<file path="src/rtl/finv_pkg.sv">
// Shared constants and state type for the reciprocal seed-table loader.
package finv_pkg;

   localparam int unsigned FINV_ADDR_W         = 10;
   localparam int unsigned FINV_DATA_W         = 24;
   localparam int unsigned FINV_Q_W            = 25;
   localparam int unsigned FINV_DIVIDEND_SHIFT = 34;

   // Divisor n = 1024+k spans 1024..2048, so divisor and remainder share 12 bits.
   localparam int unsigned FINV_REM_W  = 12;
   localparam int unsigned FINV_N_BASE = 1024;
   localparam int unsigned FINV_CNT_W  = 5;

   typedef enum logic [2:0] {
      IDLE,
      DIV0,
      DIV,
      WRITE,
      FIN
   } finv_ld_state_t;

endpackage

</file>
<file path="src/rtl/finv_seq_div.sv">
// Iterative restoring divider computing floor(2^34 / divisor), one quotient
// bit per cycle from bit 24 down to bit 0.
// The bit-24 step is taken on the start edge; done is high in the 25th cycle
// after start, with q already final during that cycle.
module finv_seq_div
   import finv_pkg::*;
(
   input  logic                  clk,
   input  logic                  rstn,
   input  logic                  start,
   input  logic [FINV_REM_W-1:0] divisor,
   output logic                  busy,
   output logic                  done,
   output logic [FINV_Q_W-1:0]   q
);

   // Dividend bits above the quotient MSB form the initial partial remainder;
   // every lower dividend bit is zero, so each step shifts in a zero.
   localparam logic [FINV_REM_W-1:0] REM_INIT   = FINV_REM_W'(1 << (FINV_DIVIDEND_SHIFT - FINV_Q_W));
   localparam logic [FINV_CNT_W-1:0] STEPS_LEFT = FINV_CNT_W'(FINV_Q_W - 2);

   logic [FINV_REM_W-1:0] rem;
   logic [FINV_REM_W-1:0] den;
   logic [FINV_CNT_W-1:0] cnt;

   logic [FINV_REM_W-1:0] rem_src;
   logic [FINV_REM_W-1:0] den_src;
   logic [FINV_REM_W:0]   shifted;
   logic [FINV_REM_W:0]   diff;
   logic                  q_bit;
   logic [FINV_REM_W-1:0] rem_step;

   // One restoring step; when idle it operates on the fresh operands so the
   // first quotient bit is resolved on the start edge.
   always_comb begin
      rem_src = rem;
      den_src = den;
      if (!busy) begin
         rem_src = REM_INIT;
         den_src = divisor;
      end
      shifted  = {rem_src, 1'b0};
      diff     = shifted - {1'b0, den_src};
      q_bit    = (shifted >= {1'b0, den_src});
      rem_step = q_bit ? FINV_REM_W'(diff) : FINV_REM_W'(shifted);
   end

   // Operand capture, remainder/quotient shifting and step counting.
   always_ff @(posedge clk) begin
      if (!rstn) begin
         busy <= 1'b0;
         done <= 1'b0;
         rem  <= '0;
         den  <= '0;
         cnt  <= '0;
         q    <= '0;
      end else begin
         done <= 1'b0;
         if (start && !busy) begin
            busy <= 1'b1;
            den  <= divisor;
            rem  <= rem_step;
            q    <= FINV_Q_W'(q_bit);
            cnt  <= STEPS_LEFT;
         end else if (busy) begin
            rem <= rem_step;
            q   <= {q[FINV_Q_W-2:0], q_bit};
            if (cnt == '0) begin
               busy <= 1'b0;
               done <= 1'b1;
            end else begin
               cnt <= cnt - 1'b1;
            end
         end
      end
   end

endmodule

</file>
<file path="src/rtl/finv_table_loader.sv">
// Builds the reciprocal seed table in hardware: for every index i it computes
// b[i] = (q(i)+q(i+1))>>1 and a[i] = (b*b)>>24 with q(k) = floor(2^34/(1024+k)),
// then writes the pair through the RAM load/addr/in_a/in_b port.
// Optional macro FINV_LOADER_CKSUM_EN adds a 32-bit running sum of in_a+in_b.
module finv_table_loader
   import finv_pkg::*;
#(
   parameter int unsigned ADDR_W = FINV_ADDR_W,
   parameter int unsigned DATA_W = FINV_DATA_W
) (
   input  logic              clk,
   input  logic              rstn,
   input  logic              start,
   output logic              busy,
   output logic              done,
   output logic              load,
   output logic [ADDR_W-1:0] addr,
   output logic [DATA_W-1:0] in_a,
   output logic [DATA_W-1:0] in_b
`ifdef FINV_LOADER_CKSUM_EN
   ,
   output logic [31:0]       cksum
`endif
);

   // Index carries one spare bit so the terminal compare never relies on wrap.
   localparam int unsigned       IDX_W    = ADDR_W + 1;
   localparam logic [IDX_W-1:0] LAST_IDX = IDX_W'((1 << ADDR_W) - 1);

   finv_ld_state_t state;
   finv_ld_state_t state_next;

   logic [IDX_W-1:0]      idx;
   logic [FINV_Q_W-1:0]   q_prev;

   logic                  div_go;
   logic                  div_start;
   logic [IDX_W-1:0]      div_k;
   logic [FINV_REM_W-1:0] div_n;
   logic                  div_busy;
   logic                  div_done;
   logic [FINV_Q_W-1:0]   div_q;

   logic [FINV_Q_W:0]     q_sum;
   logic [DATA_W-1:0]     b_next;
   logic [2*DATA_W-1:0]   prod;
   logic [DATA_W-1:0]     a_next;

   finv_seq_div u_div (
      .clk     (clk),
      .rstn    (rstn),
      .start   (div_start),
      .divisor (div_n),
      .busy    (div_busy),
      .done    (div_done),
      .q       (div_q)
   );

   // Next state, divider launch and status/strobe decode.
   always_comb begin
      state_next = state;
      div_go     = 1'b0;
      div_k      = '0;
      busy       = 1'b0;
      done       = 1'b0;
      load       = 1'b0;
      case (state)
         IDLE: begin
            if (start) begin
               state_next = DIV0;
               div_go     = 1'b1;
            end
         end
         DIV0: begin
            busy = 1'b1;
            if (div_done) begin
               state_next = DIV;
               div_go     = 1'b1;
               div_k      = idx + IDX_W'(1);
            end
         end
         DIV: begin
            busy = 1'b1;
            if (div_done) begin
               state_next = WRITE;
            end
         end
         WRITE: begin
            busy = 1'b1;
            load = 1'b1;
            if (idx == LAST_IDX) begin
               state_next = FIN;
            end else begin
               // Next DIV serves index i+1, which needs q(i+2).
               state_next = DIV;
               div_go     = 1'b1;
               div_k      = idx + IDX_W'(2);
            end
         end
         FIN: begin
            done       = 1'b1;
            state_next = IDLE;
         end
         default: state_next = IDLE;
      endcase
      div_start = div_go & ~div_busy;
      div_n     = FINV_REM_W'(FINV_N_BASE) + FINV_REM_W'(div_k);
   end

   // Coefficient formation from the held and freshly computed quotients.
   always_comb begin
      q_sum  = {1'b0, q_prev} + {1'b0, div_q};
      b_next = DATA_W'(q_sum >> 1);
      prod   = b_next * b_next;
      a_next = DATA_W'(prod >> DATA_W);
   end

   // State register, index, quotient history and registered RAM write data.
   always_ff @(posedge clk) begin
      if (!rstn) begin
         state  <= IDLE;
         idx    <= '0;
         q_prev <= '0;
         addr   <= '0;
         in_a   <= '0;
         in_b   <= '0;
      end else begin
         state <= state_next;
         case (state)
            IDLE: begin
               if (start) begin
                  idx <= '0;
               end
            end
            DIV0: begin
               if (div_done) begin
                  q_prev <= div_q;
               end
            end
            DIV: begin
               if (div_done) begin
                  q_prev <= div_q;
                  in_b   <= b_next;
                  in_a   <= a_next;
                  addr   <= idx[ADDR_W-1:0];
               end
            end
            WRITE: begin
               if (idx != LAST_IDX) begin
                  idx <= idx + IDX_W'(1);
               end
            end
            default: ;
         endcase
      end
   end

`ifdef FINV_LOADER_CKSUM_EN
   // Running modulo-2^32 sum of every written coefficient pair.
   always_ff @(posedge clk) begin
      if (!rstn) begin
         cksum <= '0;
      end else if (state == IDLE && start) begin
         cksum <= '0;
      end else if (state == WRITE) begin
         cksum <= cksum + 32'(in_a) + 32'(in_b);
      end
   end
`endif

endmodule

</file>
<file path="config.mk">
export PLATFORM = sky130hd
export DESIGN_NAME = finv_table_loader
export DESIGN_NICKNAME = d
export VERILOG_FILES = /design/src/rtl/finv_pkg.sv /design/src/rtl/finv_seq_div.sv /design/src/rtl/finv_table_loader.sv
export SDC_FILE = /design/constraint.sdc
export NUM_CORES = 1
export LEC_CHECK = 0
export ABC_AREA = 1
export CORE_MARGIN = 4
export CORE_UTILIZATION = 59
export DETAILED_ROUTE_END_ITERATION = 10
export PLACE_DENSITY = 0.82
export SLEW_MARGIN = 20
export SYNTH_ARGS = -nofsm -noshare
export SYNTH_HDL_FRONTEND = slang
export SYNTH_SLANG_ARGS = --single-unit
export TNS_END_PERCENT = 10
</file>
<file path="constraint.sdc">
create_clock -name clk -period 9.55 [get_ports clk]
set_input_delay 2.865 -clock clk [delete_from_list [all_inputs] [get_ports clk]]
set_output_delay 2.865 -clock clk [all_outputs]
set_load 0.01 [all_outputs]
</file>
Word-level counts from Yosys, hierarchy flattened
Cells that the tools add are included.
{ "classes": {"add_sub_neg": 6, "multipliers": 1, "n_mux": 32, "magnitude_cmp": 1, "n_eq_ne": 11, "bitwise_logic": 4, "reduce_logical": 16} }
{ "op_table": {"columns": ["cell", "count"], "rows": [
  ["12-bit 2-to-1 mux", 5],
  ["24-bit by 24-bit multiplier with 48-bit output", 1],
  ["11-bit 2-to-1 mux", 4],
  ["11-bit one-hot mux with 2 select lines", 2],
  ["25-bit adder", 1],
  ["5-bit 2-to-1 mux", 3],
  ["13-bit by 12-bit greater-or-equal comparator with 1-bit output", 1],
  ["11-bit by 11-bit adder with 12-bit output (first input constant)", 1],
  ["1-bit 2-to-1 mux", 12],
  ["3-bit 2-to-1 mux", 4],
  ["3-bit one-hot mux with 4 select lines", 1],
  ["12-bit subtractor", 1],
  ["11-bit by 1-bit adder with 11-bit output (second input constant)", 1],
  ["11-bit by 2-bit adder with 11-bit output (second input constant)", 1],
  ["11-bit by 10-bit == test with 1-bit output (second input constant)", 1],
  ["11-bit by 10-bit inequality test with 1-bit output (second input constant)", 1],
  ["2-bit AND reduction", 4],
  ["3-bit by 2-bit == test with 1-bit output (second input constant)", 2],
  ["2-bit by 1-bit inequality test with 1-bit output (second input constant)", 3],
  ["3-bit AND reduction", 2],
  ["3-bit OR reduction", 2],
  ["5-bit logical NOT", 1],
  ["5-bit by 1-bit subtractor with 5-bit output (second input constant)", 1],
  ["2-bit inequality test (second input constant)", 2],
  ["other kinds (10)", 14]
]} }
{ "word_totals": {"input_bits": 3, "wordCells": 85, "out_inout_bits": 61, "regBits": 153} }

Depth between registers and ports, before layout
{ "depth": {"depth_word": 9, "ltp_mapped": 43, "mapped_depth_nobuf": 42} }

Modules after synthesis
From an unflattened synthesis, not the netlist that was laid out.
{ "hier_totals": {"cells_unflattened": 3099, "hier_area_um2": 24350.9} }
{ "by_module_without_submodules": {"columns": ["mod", "cells_each", "area_per_inst_um2", "seq_area_each_um2", "n_inst"], "rows": [
  ["finv_table_loader", 2648, 21304.2, 1941.9, 1],
  ["finv_seq_div", 451, 3046.7, 1121.1, 1]
]} }

Least setup slack after synthesis
Ideal clock, no wire load.
{ "synth_path": {"path_kind": "register to register", "start": "register u_div.q[0]", "end": "register in_a[19]", "setup_ns": 0.109, "n_path_buf": 0, "t_arrival_ns": 7.011, "stages_incl_launch_ff": 34, "slack_ns": 2.430, "required_time_ns": 9.441, "cell_sequence": "dfxtp_1 nand2_1 inv_1 fa_1 nand2_1 nand2_1 nand3_1 nand2_2 a21oi_2 xor2_2 inv_2 nor2_1 inv_1 fa_1 inv_1 fa_1 inv_1 fa_1 fa_1 inv_1 fa_1 fa_1 fa_1 ha_1 a21oi_1 o21ai_0 a21boi_0 o21ai_0 a21oi_1 nand2_1 nand2_1 nand3_1 nand2_1 inv_1"} }
{ "synth_via": {"elab_chain_len": 2} }
{ "synth_rtl": {"columns": ["element", "line_no", "rtl"], "rows": [
  ["start, declared", "finv_seq_div.sv:14", "output logic [FINV_Q_W-1:0] q"],
  ["start signal, assigned", "finv_seq_div.sv:63", "q <= FINV_Q_W'(q_bit);"],
  ["start signal, assigned", "finv_seq_div.sv:67", "q <= {q[FINV_Q_W-2:0], q_bit};"],
  ["25-bit adder", "finv_table_loader.sv:112", "q_sum = {1'b0, q_prev} + {1'b0, div_q};"],
  ["net q_sum[12]", "finv_table_loader.sv:44", "logic [FINV_Q_W:0] q_sum;"],
  ["24-bit by 24-bit multiplier with 48-bit output", "finv_table_loader.sv:114", "prod = b_next * b_next;"],
  ["end signal, assigned", "finv_table_loader.sv:144", "in_a <= a_next;"],
  ["end, declared", "finv_table_loader.sv:18", "output logic [DATA_W-1:0] in_a,"]
]} }
The timed path passes the listed nets, and every way through them passes these cells.
A chain may end at the register's enable or synchronous reset.

Final worst setup path
{ "layout_path": {"start": "register u_div.q[8]", "end": "register in_a[20]"} }
{ "layout_via": {"elab_chain_len": 2} }
{ "layout_rtl": {"columns": ["element", "line_no"], "rows": [
  ["25-bit adder", "finv_table_loader.sv:112"],
  ["24-bit by 24-bit multiplier with 48-bit output", "finv_table_loader.sv:114"]
]} }
Every way passes these cells.

==> reports/results.ini <==
[cts]
cts_sinks=153
cts_buffer_depth=2
htree_levels=4
cts_buffers=17
clockRootBuffer=clkbuf_16
cts_setup_buffers=0
clock_insertion_delay_worst_skew_ns=0.48
tritoncts=done
path_clk_slew_ns=0.07
post_cts_resized=0
ctsHoldBuffers=0

[layout]
finalNonFillerCells=3639
drive_above_1_share_pct=5.50
nets=3730
num-fill-cells=3538
area_delta_synth_final_pct=6.63
n_antenna_cell=0

[global_route]
grt_pass1_vias=21600
grt_max_degree=89
grt_antenna_before_repair=0
grt_overflow_total=0
grtUsageTotal_pct=31.9
grt_pass1_wl_um=113000

[floorplan]
dieArea_sq_um=45000
core.rowCount=74
initial_core_util_pct=59.9
die_x_um=212
io_pins=64
die_h_um=212
core_area_sq_um=41000

[worst_setup_path]
worstPathArrival_ns=9.09
critPathRequiredTime_ns=9.90
slowest_stage=xnor2_2
cp_max_fo=12
r2r_cells=31
worst-setup-path-type=reg -> reg
startpoint_type=flop
max_stage_delay_ns=0.65
crit_top_cell=fa_1
end_kind=flop

[timing]
worstMarginPinSlew_ns=1.03
timing.slew.headroom_pct=31.0
report.final.setup_viol=0
rsz0062_at_grt=no
hold_viol=0
finalCritPeriodShare_pct=91.5
slew_violations=0
fin_crit_ns=8.74
whs_ns=0.466
fmax_ghz=0.114
tns_ns=0
finClkSkew_ns=0.0295

[synth]
avgSynthCellArea_sq_um=7.99
ys_ff_latch=153
synth_edf_count=0
netlist.area_leader.share_pct=34.9
yosysTopAreaCell=fa_1
syn_area_sq_um=24600
ys_warn_count=0
synth_cells=3074
ys_seq_area_share_pct=12.5
synth_most_common_cell=inv_1
synth_nets=3709
ys_types=65
ys.flop_type=dfxtp_1
synthTopCellsByArea=fa_1, dfxtp_1, inv_1, ha_1, nand2_1
yosys-top-cells-count=inv_1, nand2_1, fa_1
synthArstFlopShare_pct=0

[routing]
ant_nets=0
wl_per_cell_um=18.8
viasPerCell=5.54
drt_iter0_markers=1431
vias=20200
wl_um=68400
post-route-drc-count=0
drt_first_pass_iters=7

[placed_design]
place_inst=3608
place.gp.congestion=1.02
port_buffers=63
dpl.hpwl_um=55100

[min_path]
hold_depth=2
hold_path.class=reg -> reg

[power_and_ir_drop]
ir_drop_mv=0.203
p_total_mw=5.05
powerDensity_nw_per_um2=193
p_leak_nw=13.2

[run_status]
status=complete, no violations

[job]
maxCapViolCount=0

[power by group]
part	internal (mW)	switching (mW)
Combinational	1.16	2.40
Sequential	0.735	0.0757
Clock	0.365	0.316
Total	2.26	2.79
[logic make-up (layout without fill, tap and decap cells)]
kind of cell	after synthesis	in the layout	share of synthesized area [%]
AND/OR/NAND/NOR	959	959	16.1
buffers and inverters	854	887	13.4
adder cells (fa/ha/maj)	632	632	45.2
AO/OA/AOI/OAI	430	430	10.7
flip-flops	153	153	12.5
XOR/XNOR	46	46	2.08
[metal layers]
metal,share of wire (%),track usage (%),vias to the layer above,routed length (um)
li1,-,-,9335,-
met1,40,40.8,9682,27200
met2,45,49.7,907,30600
met3,11,11.7,227,7310
met4,4.7,12.3,2,3240
met5,0.17,1.83,-,115
[sequential cells by signal, indices dropped and copies added, names as in the netlist, 5 cells and up]
register	flops
u_div.cnt	5
idx	11
addr	10
in_a	24
q_prev	25
u_div.den	12
in_b	24
u_div.q	25
u_div.rem	12
[critical path, delay by kind of cell (launching register included)]
kind                     cells  cell delay [ns]
AO/OA/AOI/OAI                9             1.74
adder cells (fa/ha/maj)      9             4.32
XOR/XNOR                     1             0.65
AND/OR/NAND/NOR              6             0.74
buffers and inverters        6             0.82
flip-flops                   1             0.33
[path summary, 6_finish.rpt]
check / from / endpoint / slack (ns)
max: u_div.q[8] / in_a[20] / 0.81
min: u_div.rem[0] / u_div.rem[0] / 0.47
max reg2reg: u_div.q[8] / in_a[20] / 0.81
min reg2reg: u_div.rem[0] / u_div.rem[0] / 0.47
[placed cells by master, fill, tap and decap left out, types with 16 or more instances in the layout]
master           count
a211oi_2            17
a21oi_1            146
buf_4               25
clkbuf_16           17
clkdlybuf4s50_1     62
dfxtp_1            153
fa_1               428
ha_1               204
inv_1              742
inv_2               23
nand2_1            433
nand3_1             59
nor2_1             375
o211ai_1            29
o21a_1              16
o21ai_0            134
xor2_1              21
[layout make-up]
class	count	area, sq um	area share (%)
clock buffers	18	439	1.68
multi-input cells	2067	18200	69.5
clock inverters	13	119	0.454
repair buffers	87	808	3.08
inverters	769	2890	11.0
flip-flops and latches	153	3060	11.7
well taps	532	666	2.54
[per-stage QoR]
| step | setup WS, ns | util, % | instance area, sq um |
|---|---|---|---|
| 4_1_cts | 0.924 | 63.9 | 26200 |
| 5_1_grt | 0.432 | 63.9 | 26200 |
| 2_1_floorplan | 2.43 | - | 24600 |
| 3_5_place_dp | 0.941 | 62.5 | 25600 |
| 6_report | 0.812 | 63.9 | 26200 |
| 3_3_place_gp | 1.05 | 62.5 | 25600 |
Note: power is estimated with default switching activity, not from simulation.
